**src/rtl/pkg_6409.sv**
```systemverilog
// Shared definitions for the HI-6409 serial encode/decode paths.
// Word and counter widths, and the frame state encoding used on both sides.
package pkg_6409;

  localparam int unsigned WORD_W       = 16;
  localparam int unsigned COUNTER_W    = 18;
  localparam int unsigned BIT_IDX_W    = $clog2(WORD_W);
  localparam int unsigned MIN_HALF_DIV = 4;

  typedef enum logic [1:0] {
    IDLE,
    SHIFT,
    GAP
  } state_e;

endpackage

```
**src/rtl/tx_bit_timer_6409.sv**
```systemverilog
// Bit-period timer for the 6409 transmitter: counts 0..2*HALF_DIV-1 while running
// and flags the sclk fall point and the end of each bit period.
module tx_bit_timer_6409 #(
  parameter int unsigned HALF_DIV = 4
) (
  input  logic clk_i,
  input  logic rst_ni,
  input  logic run_i,
  input  logic clear_i,
  output logic rise_pulse_o,
  output logic fall_pulse_o,
  output logic bit_end_o
);

  localparam int unsigned CntW = $clog2(2 * HALF_DIV);
  localparam logic [CntW-1:0] FallCnt = CntW'(HALF_DIV - 1);
  localparam logic [CntW-1:0] EndCnt  = CntW'(2 * HALF_DIV - 1);

  logic [CntW-1:0] cnt_q, cnt_d;

  always_comb begin
    cnt_d = cnt_q;
    if (clear_i) begin
      cnt_d = '0;
    end else if (run_i) begin
      cnt_d = (cnt_q == EndCnt) ? '0 : cnt_q + CntW'(1);
    end
  end

  always_ff @(posedge clk_i or negedge rst_ni) begin
    if (!rst_ni) begin
      cnt_q <= '0;
    end else begin
      cnt_q <= cnt_d;
    end
  end

  // Pulses are one cycle early: sclk/sdi are registered, so the edge lands next cycle.
  // The end of one bit period is also the rise of the next, hence rise == bit_end.
  assign fall_pulse_o = run_i && (cnt_q == FallCnt);
  assign bit_end_o    = run_i && (cnt_q == EndCnt);
  assign rise_pulse_o = bit_end_o;

endmodule

```
**src/rtl/encode_6409.sv**
```systemverilog
// HI-6409 serial transmitter: accepts a 16-bit word on valid/ready and shifts it out
// MSB-first with a self-generated sclk and a frame-enable (sden), then holds a gap.
module encode_6409 import pkg_6409::*; #(
  parameter int unsigned HALF_DIV   = 4,
  parameter int unsigned GAP_CYCLES = 8
) (
  input  logic                 clock_system,
  input  logic                 rstn,
  input  logic                 tx_en,
  input  logic [WORD_W-1:0]    data_in,
  input  logic                 data_valid,
  output logic                 data_ready,
  output logic                 sclk,
  output logic                 sdi,
  output logic                 sden,
  output logic                 tx_done,
  output logic [COUNTER_W-1:0] word_counter
);

  localparam int unsigned GapW = (GAP_CYCLES > 1) ? $clog2(GAP_CYCLES) : 1;

  state_e                 state_q, state_d;
  logic [WORD_W-1:0]      shreg_q, shreg_d;
  logic [BIT_IDX_W-1:0]   idx_q, idx_d;
  logic [GapW-1:0]        gap_q, gap_d;
  logic [COUNTER_W-1:0]   word_cnt_q, word_cnt_d;
  logic                   data_ready_q, data_ready_d;
  logic                   sclk_q, sclk_d;
  logic                   sdi_q, sdi_d;
  logic                   sden_q, sden_d;
  logic                   tx_done_q, tx_done_d;

  logic accept;
  logic last_bit;
  logic gap_last;
  logic rise_pulse, fall_pulse, bit_end;

  tx_bit_timer_6409 #(
    .HALF_DIV (HALF_DIV)
  ) u_bit_timer (
    .clk_i        (clock_system),
    .rst_ni       (rstn),
    .run_i        (state_q == SHIFT),
    .clear_i      ((state_q != SHIFT) || !tx_en),
    .rise_pulse_o (rise_pulse),
    .fall_pulse_o (fall_pulse),
    .bit_end_o    (bit_end)
  );

  assign accept   = (state_q == IDLE) && data_valid && data_ready_q && tx_en;
  assign last_bit = bit_end && (idx_q == '0);
  assign gap_last = (gap_q == GapW'(GAP_CYCLES - 1));

  // State register
  always_ff @(posedge clock_system or negedge rstn) begin
    if (!rstn) begin
      state_q <= IDLE;
    end else begin
      state_q <= state_d;
    end
  end

  // Next-state logic; dropping tx_en aborts from anywhere
  always_comb begin
    state_d = state_q;
    if (!tx_en) begin
      state_d = IDLE;
    end else begin
      unique case (state_q)
        IDLE:    if (accept)   state_d = SHIFT;
        SHIFT:   if (last_bit) state_d = GAP;
        GAP:     if (gap_last) state_d = IDLE;
        default: state_d = IDLE;
      endcase
    end
  end

  // Next values of the registered outputs and datapath
  always_comb begin
    shreg_d      = shreg_q;
    idx_d        = idx_q;
    gap_d        = gap_q;
    sclk_d       = sclk_q;
    sdi_d        = sdi_q;
    sden_d       = sden_q;
    tx_done_d    = 1'b0;
    data_ready_d = (state_d == IDLE) && tx_en;
    word_cnt_d   = tx_done_q ? word_cnt_q + COUNTER_W'(1) : word_cnt_q;

    if (!tx_en) begin
      sclk_d = 1'b0;
      sdi_d  = 1'b0;
      sden_d = 1'b0;
      gap_d  = '0;
    end else begin
      unique case (state_q)
        IDLE: begin
          if (accept) begin
            shreg_d = data_in;
            sdi_d   = data_in[WORD_W-1];
            sclk_d  = 1'b1;
            sden_d  = 1'b1;
            idx_d   = BIT_IDX_W'(WORD_W - 1);
          end
        end
        SHIFT: begin
          if (fall_pulse) sclk_d = 1'b0;
          if (last_bit) begin
            sclk_d    = 1'b0;
            sdi_d     = 1'b0;
            sden_d    = 1'b0;
            gap_d     = '0;
            tx_done_d = (GAP_CYCLES == 1);
          end else if (rise_pulse) begin
            shreg_d = {shreg_q[WORD_W-2:0], 1'b0};
            sdi_d   = shreg_q[WORD_W-2];
            sclk_d  = 1'b1;
            idx_d   = idx_q - BIT_IDX_W'(1);
          end
        end
        GAP: begin
          gap_d = gap_q + GapW'(1);
          // tx_done must be registered high in the final gap cycle
          tx_done_d = (GAP_CYCLES > 1) && (gap_q == GapW'(GAP_CYCLES - 2));
        end
        default: ;
      endcase
    end
  end

  always_ff @(posedge clock_system or negedge rstn) begin
    if (!rstn) begin
      shreg_q      <= '0;
      idx_q        <= '0;
      gap_q        <= '0;
      word_cnt_q   <= '0;
      data_ready_q <= 1'b0;
      sclk_q       <= 1'b0;
      sdi_q        <= 1'b0;
      sden_q       <= 1'b0;
      tx_done_q    <= 1'b0;
    end else begin
      shreg_q      <= shreg_d;
      idx_q        <= idx_d;
      gap_q        <= gap_d;
      word_cnt_q   <= word_cnt_d;
      data_ready_q <= data_ready_d;
      sclk_q       <= sclk_d;
      sdi_q        <= sdi_d;
      sden_q       <= sden_d;
      tx_done_q    <= tx_done_d;
    end
  end

  assign data_ready   = data_ready_q;
  assign sclk         = sclk_q;
  assign sdi          = sdi_q;
  assign sden         = sden_q;
  assign tx_done      = tx_done_q;
  assign word_counter = word_cnt_q;

endmodule
```
**config.mk**
```make
export PLATFORM = sky130hd
export DESIGN_NAME = encode_6409
export DESIGN_NICKNAME = d
export VERILOG_FILES = /design/src/rtl/pkg_6409.sv /design/src/rtl/tx_bit_timer_6409.sv /design/src/rtl/encode_6409.sv
export SDC_FILE = /design/constraint.sdc
export NUM_CORES = 1
export LEC_CHECK = 0
export CORE_ASPECT_RATIO = 1.75
export CORE_UTILIZATION = 45
export DETAILED_ROUTE_END_ITERATION = 10
export GPL_ROUTABILITY_DRIVEN = 0
export GPL_TIMING_DRIVEN = 0
export PLACE_DENSITY = 0.7
export REMOVE_ABC_BUFFERS = 1
export SYNTH_ARGS = -nofsm -noshare
export SYNTH_HDL_FRONTEND = slang
export SYNTH_SLANG_ARGS = --single-unit
```
**constraint.sdc**
```tcl
create_clock -name clock_system -period 3.6 [get_ports clock_system]
set_clock_uncertainty 0.15 [all_clocks]
set_input_delay 0.54 -clock clock_system [delete_from_list [all_inputs] [get_ports clock_system]]
set_output_delay 0.54 -clock clock_system [all_outputs]
set_load 0.05 [all_outputs]
```
# After elaboration in Yosys (flattened, before gate mapping)
# Index checks and enable logic that the tools add are counted.
dict set report totals {
  out_inout_bits 23
  inputBits 20
  wordCells 85
  reg_bits 50
}
dict set report op_classes {
  n_reduce_logical 19
  add_sub_neg 4
  eq_ne 16
  n_mux 35
}
# operator count
set ops {}
lappend ops {{two-way mux 15 bit} 3}
lappend ops {{one-hot mux 15 bit (2 select lines)} 1}
lappend ops {{adder 18 x 1 -> 18 bit (second input constant)} 1}
lappend ops {{two-way mux 3 bit} 5}
lappend ops {{two-way mux 1 bit} 13}
lappend ops {{two-way mux 4 bit} 3}
lappend ops {{equality test 3 bit (second input constant)} 3}
lappend ops {{AND reduction 3 bit} 3}
lappend ops {{two-way mux 2 bit} 4}
lappend ops {{one-hot mux 4 bit (2 select lines)} 1}
lappend ops {{logical AND 1 bit} 7}
lappend ops {{adder 3 x 1 -> 3 bit (second input constant)} 2}
lappend ops {{inequality test 2 bit (second input constant)} 3}
lappend ops {{inequality test 3 x 1 -> 1 bit (second input constant)} 2}
lappend ops {{inequality test 3 bit (second input constant)} 2}
lappend ops {{one-hot mux 1 bit (2 select lines)} 3}
lappend ops {{one-hot mux 2 bit (3 select lines)} 1}
lappend ops {{one-hot mux 3 bit (2 select lines)} 1}
lappend ops {{inequality test 5 bit (second input constant)} 1}
lappend ops {{AND reduction 5 bit} 1}
lappend ops {{zero test 2 bit} 2}
lappend ops {{zero test 4 bit} 1}
lappend ops {{inequality test 4 bit (second input constant)} 1}
lappend ops {{nonzero test 2 bit} 2}
lappend ops {{8 further kinds} 8}

# Longest topological paths before layout
dict set report depth {
  ltp_word 9
  mapped_depth 7
  mapped_depth_nobuf 6
}

# By module
# Synthesis repeated with hierarchy kept, for this count alone.
dict set report hier_totals {
  hier_cells 227
  hier_area_um2 2457.4
}
# module instances cells_each area_each_um2 seq_area_each_um2
set by_module_without_submodules {}
lappend by_module_without_submodules {encode_6409 1 209 2268.4 1176.1}
lappend by_module_without_submodules {tx_bit_timer_6409 1 18 188.9 75.1}

# Least setup slack after synthesis
# Ideal clock, no wire load.
dict set report synth_path {
  path_kind {register to register}
  startpoint {reg u_bit_timer.cnt_q[0]}
  endpoint {reg shreg_q[10]}
  period_less_slack_ps 1962
  path_buffers 1
  slack_ps 1638
  setup_time_ps 125
  path_stages_with_launch 8
  t_required_ps 3325
  t_arrival_ps 1687
  cell_sequence {dfrtp_1 -> ha_1 -> ha_1 -> and4bb_2 -> nand2_4 -> nand3_2 -> buf_6 -> mux2_4}
}
dict set report synth_via {
  elab_chain_cells 5
  elab_cells_between_ends 6
  classes_between {eq/ne: 3; reduce/logical: 3}
}
# item line_no
set synth_rtl {}
lappend synth_rtl {{start: declaration} tx_bit_timer_6409.sv:19} ;# logic [CntW-1:0] cnt_q, cnt_d;
lappend synth_rtl {{start signal: assignment} tx_bit_timer_6409.sv:34} ;# cnt_q <= cnt_d;
lappend synth_rtl {{equality test 3 bit (*)} tx_bit_timer_6409.sv:41} ;# assign bit_end_o = run_i && (cnt_q == EndCnt);
lappend synth_rtl {{logical AND 1 bit (*)} tx_bit_timer_6409.sv:41}
lappend synth_rtl {{logical AND 1 bit} encode_6409.sv:51} ;# assign last_bit = bit_end && (idx_q == '0);
lappend synth_rtl {{inequality test 2 bit (no line)} n/a}
lappend synth_rtl {{AND reduction 5 bit (no line) (*)} n/a}
lappend synth_rtl {{end signal: assignment} encode_6409.sv:143} ;# shreg_q <= shreg_d;
lappend synth_rtl {{end: declaration} encode_6409.sv:23} ;# logic [WORD_W-1:0] shreg_q, shreg_d;
# Mark *: on every way between the ends. The rest lies on a longest branch, timed or not.
# A chain may end at the register's enable or synchronous reset.

# Worst setup path after layout
dict set report layout_path {
  startpoint {reg state_q[0]}
  endpoint {reg shreg_q[10]}
}
dict set report layout_via {
  elab_chain_cells 6
  elab_cells_between_ends 13
  classes_between {eq/ne: 4; mux: 1; reduce/logical: 8}
}
# item line_no
set layout_rtl {}
lappend layout_rtl {{start: declaration} encode_6409.sv:22} ;# state_e state_q, state_d;
lappend layout_rtl {{start signal: assignment} encode_6409.sv:59} ;# state_q <= state_d;
lappend layout_rtl {{zero test 2 bit} {encode_6409.sv:50, encode_6409.sv:96}}
lappend layout_rtl {{logical AND 1 bit (3 in a row)} encode_6409.sv:50} ;# assign accept = (state_q == IDLE) && data_valid && data_ready_q && tx_en;
lappend layout_rtl {{inequality test 2 bit (no line)} n/a}
lappend layout_rtl {{AND reduction 5 bit (no line)} n/a}
# Parallel ways exist; a longest one is shown, timed or not.

==> flow_summary.json <==
{
  "drc": 0,
  "fmax_ghz": 0.369,
  "min_path_type": "register to register",
  "rsz0062_at_grt": "false",
  "fillers": 469,
  "cts_inserted_buffers": 5,
  "io_pins": 43,
  "finalCritPeriodShare_pct": 75.3,
  "yosysWarnings": 0,
  "area_growth_pct": 23.7,
  "die_y_um": 101,
  "cts_max_path_buffers": 2,
  "synth_seq_area_share_pct": 50.1,
  "ant_nets": 0,
  "finalSetupViolCount": 0,
  "cts_hold_buf": 1,
  "firstDrtPassIters": 4,
  "htree_levels": 2,
  "vias": 1797,
  "cts_root_buffer": "clkbuf_8",
  "nNetsFinal": 305,
  "grt_usage_pct": 16.7,
  "dp_cells": 342,
  "drv_slew": 0,
  "synth_edf_count": 0,
  "required_ps": 3640,
  "clkLatencyLatePin_ps": 300,
  "grt_pass1_wl_um": 7590,
  "row_count": 35,
  "final_cells": 350,
  "post_cts_buffers": 0,
  "cts_resized": 0,
  "ys_types": 40,
  "cts_tree": "yes",
  "whs_ps": 294,
  "ys.flop_type": "dfrtp_1",
  "via_per_inst": 5.13,
  "ff2ff_setup_slack_ps": 890,
  "status": "finished, final reports clean",
  "clk_pin_slew_ps": 80,
  "async_flop_share_pct": 100,
  "drt_iter0_drc": 56,
  "ir_drop_mv": 0.246,
  "syn_area_um2": 2500,
  "grt-ovfl-total": 0,
  "period_needed_ps": 2710,
  "io_buffers": 42,
  "drive_above_1_share_pct": 11.6,
  "grt_max_degree": 41,
  "hold_viol_final": 0,
  "synth-seq-cells": 50,
  "end_kind": "register",
  "clkSinkCount": 50,
  "wl_per_cell_um": 13.2,
  "synth_cells": 234,
  "antenna_found_initial": 0,
  "insertedDiodeCount": 0,
  "critical_path_class": "register to register",
  "grt_pass1_vias": 1786,
  "finalSetupTns_ps": 0,
  "slew_headroom_pct": 40.7,
  "postRouteWirelength_um": 4600,
  "p_leak_nw": 1.52,
  "initial_utilization_pct": 47.1,
  "dp_hpwl_um": 3250,
  "p_per_area_nw_per_um2": 420,
  "startpoint_type": "register",
  "cp_data_arrival_time_ps": 2750,
  "worst_slew_pin_slew_ps": 885,
  "cap_violations": 0,
  "die-area_um2": 5860,
  "avgSynthCellArea_um2": 10.7,
  "cp_max_fo": 20,
  "dieWidth_um": 58.3,
  "coreArea_um2": 5300
}
[synth_stat cells (all sizes together) (2+ instances only)]
master  count  area (um2)
and2        2        12.5
and4        3        26.3
nor3        3        15.0
nand4       6        37.5
o21ai       4        20.0
nand4b      2        17.5
inv         6        22.5
a31oi       2        12.5
o31ai       2        15.0
nor2        9        33.8
buf         8        55.1
xnor2      12         105
a21oi       2        13.8
nand2      62         240
dfrtp      50        1250
nand3       6        35.0
mux2       17         248
and3        8        50.1
ha          9         113
a21boi      2        15.0
xor2        6        52.6
[worst max-delay path: stages, from the launching register on]
cell and delay [ps]:
dfrtp_1 600, nor2b_2 810, nand2_4 150, nand3_2 520, mux2_4 350
[cell usage in the layout (no fill, tap or decap), types with 2 or more instances in the layout]
cell / instances
nand2_1: 61
dfrtp_1: 50
clkdlybuf4s50_1: 41
mux2_4: 15
xnor2_1: 12
nor2_1: 9
ha_1: 9
and3_1: 8
inv_1: 6
nand4_1: 6
xor2_1: 6
clkbuf_8: 6
nand3_1: 5
o21ai_0: 4
nor3_1: 3
and4_1: 3
o31ai_1: 2
nand4b_1: 2
and2_1: 2
mux2_2: 2
a21boi_0: 2
a31oi_1: 2
[metal layers]
metal	part of all wire [%]	up-vias	GRT usage, %
li1	-	869	-
met1	41	898	18.6
met2	55	22	30.4
met3	2.1	8	3.08
met4	1.7	0	6.59
met5	0	-	0
[layout make-up]
class / count / area [um2] / area share, %
flip-flops and latches: 50 / 1250 / 40.5
multi-input cells: 169 / 1160 / 37.7
repair buffers: 44 / 445 / 14.4
well taps: 74 / 92.6 / 3.00
clock buffers: 6 / 82.6 / 2.67
clock inverters: 1 / 30.0 / 0.972
inverters: 6 / 22.5 / 0.729
[metrics by stage]
step | area (um2) | setup WS (ps) | total power [mW] | utilization, %
6_report | 3090 | 890 | 1.30 | 58.3
5_1_grt | 3090 | 696 | 1.36 | 58.3
3_5_place_dp | 2970 | 827 | 0.913 | 56.0
3_3_place_gp | 2950 | 376 | 0.902 | 55.7
2_1_floorplan | 2440 | 1350 | 0.835 | -
4_1_cts | 3090 | 845 | 1.31 | 58.3
[sequential cells by signal, summed over array words and instances (netlist names)]
signal / flops
sdi: 1
tx_done: 1
idx_q: 4
gap_q: 3
data_ready: 1
sden: 1
u_bit_timer.cnt_q: 3
state_q: 2
word_counter: 18
shreg_q: 15
sclk: 1
[where the power goes]
group | internal, mW | switching (mW)
logic | 0.131 | 0.0920
clock network | 0.222 | 0.174
registers | 0.632 | 0.0461
[path summary, 6_finish.rpt]
path / endpoint / start / cells after the start
setup / recovery: shreg_q[10] / state_q[0] / 4
hold / removal: u_bit_timer.cnt_q[0] / u_bit_timer.cnt_q[0] / 1
setup reg to reg: shreg_q[10] / state_q[0] / 4
hold reg to reg: u_bit_timer.cnt_q[0] / u_bit_timer.cnt_q[0] / 1
max in group asynchronous: gap_q[0] / rstn / 3
min in group asynchronous: word_counter[15] / rstn / 2
[kinds of logic after synthesis]
family                   synth area share (%)
flip-flops                               50.1
buffers and inverters                    3.26
XOR/XNOR                                 6.31
AND/OR/NAND/NOR                          20.4
multiplexers                             9.92
AO/OA/AOI/OAI                            5.46
adder cells (fa/ha/maj)                  4.51
No activity file was read; power rests on OpenSTA's default activity.
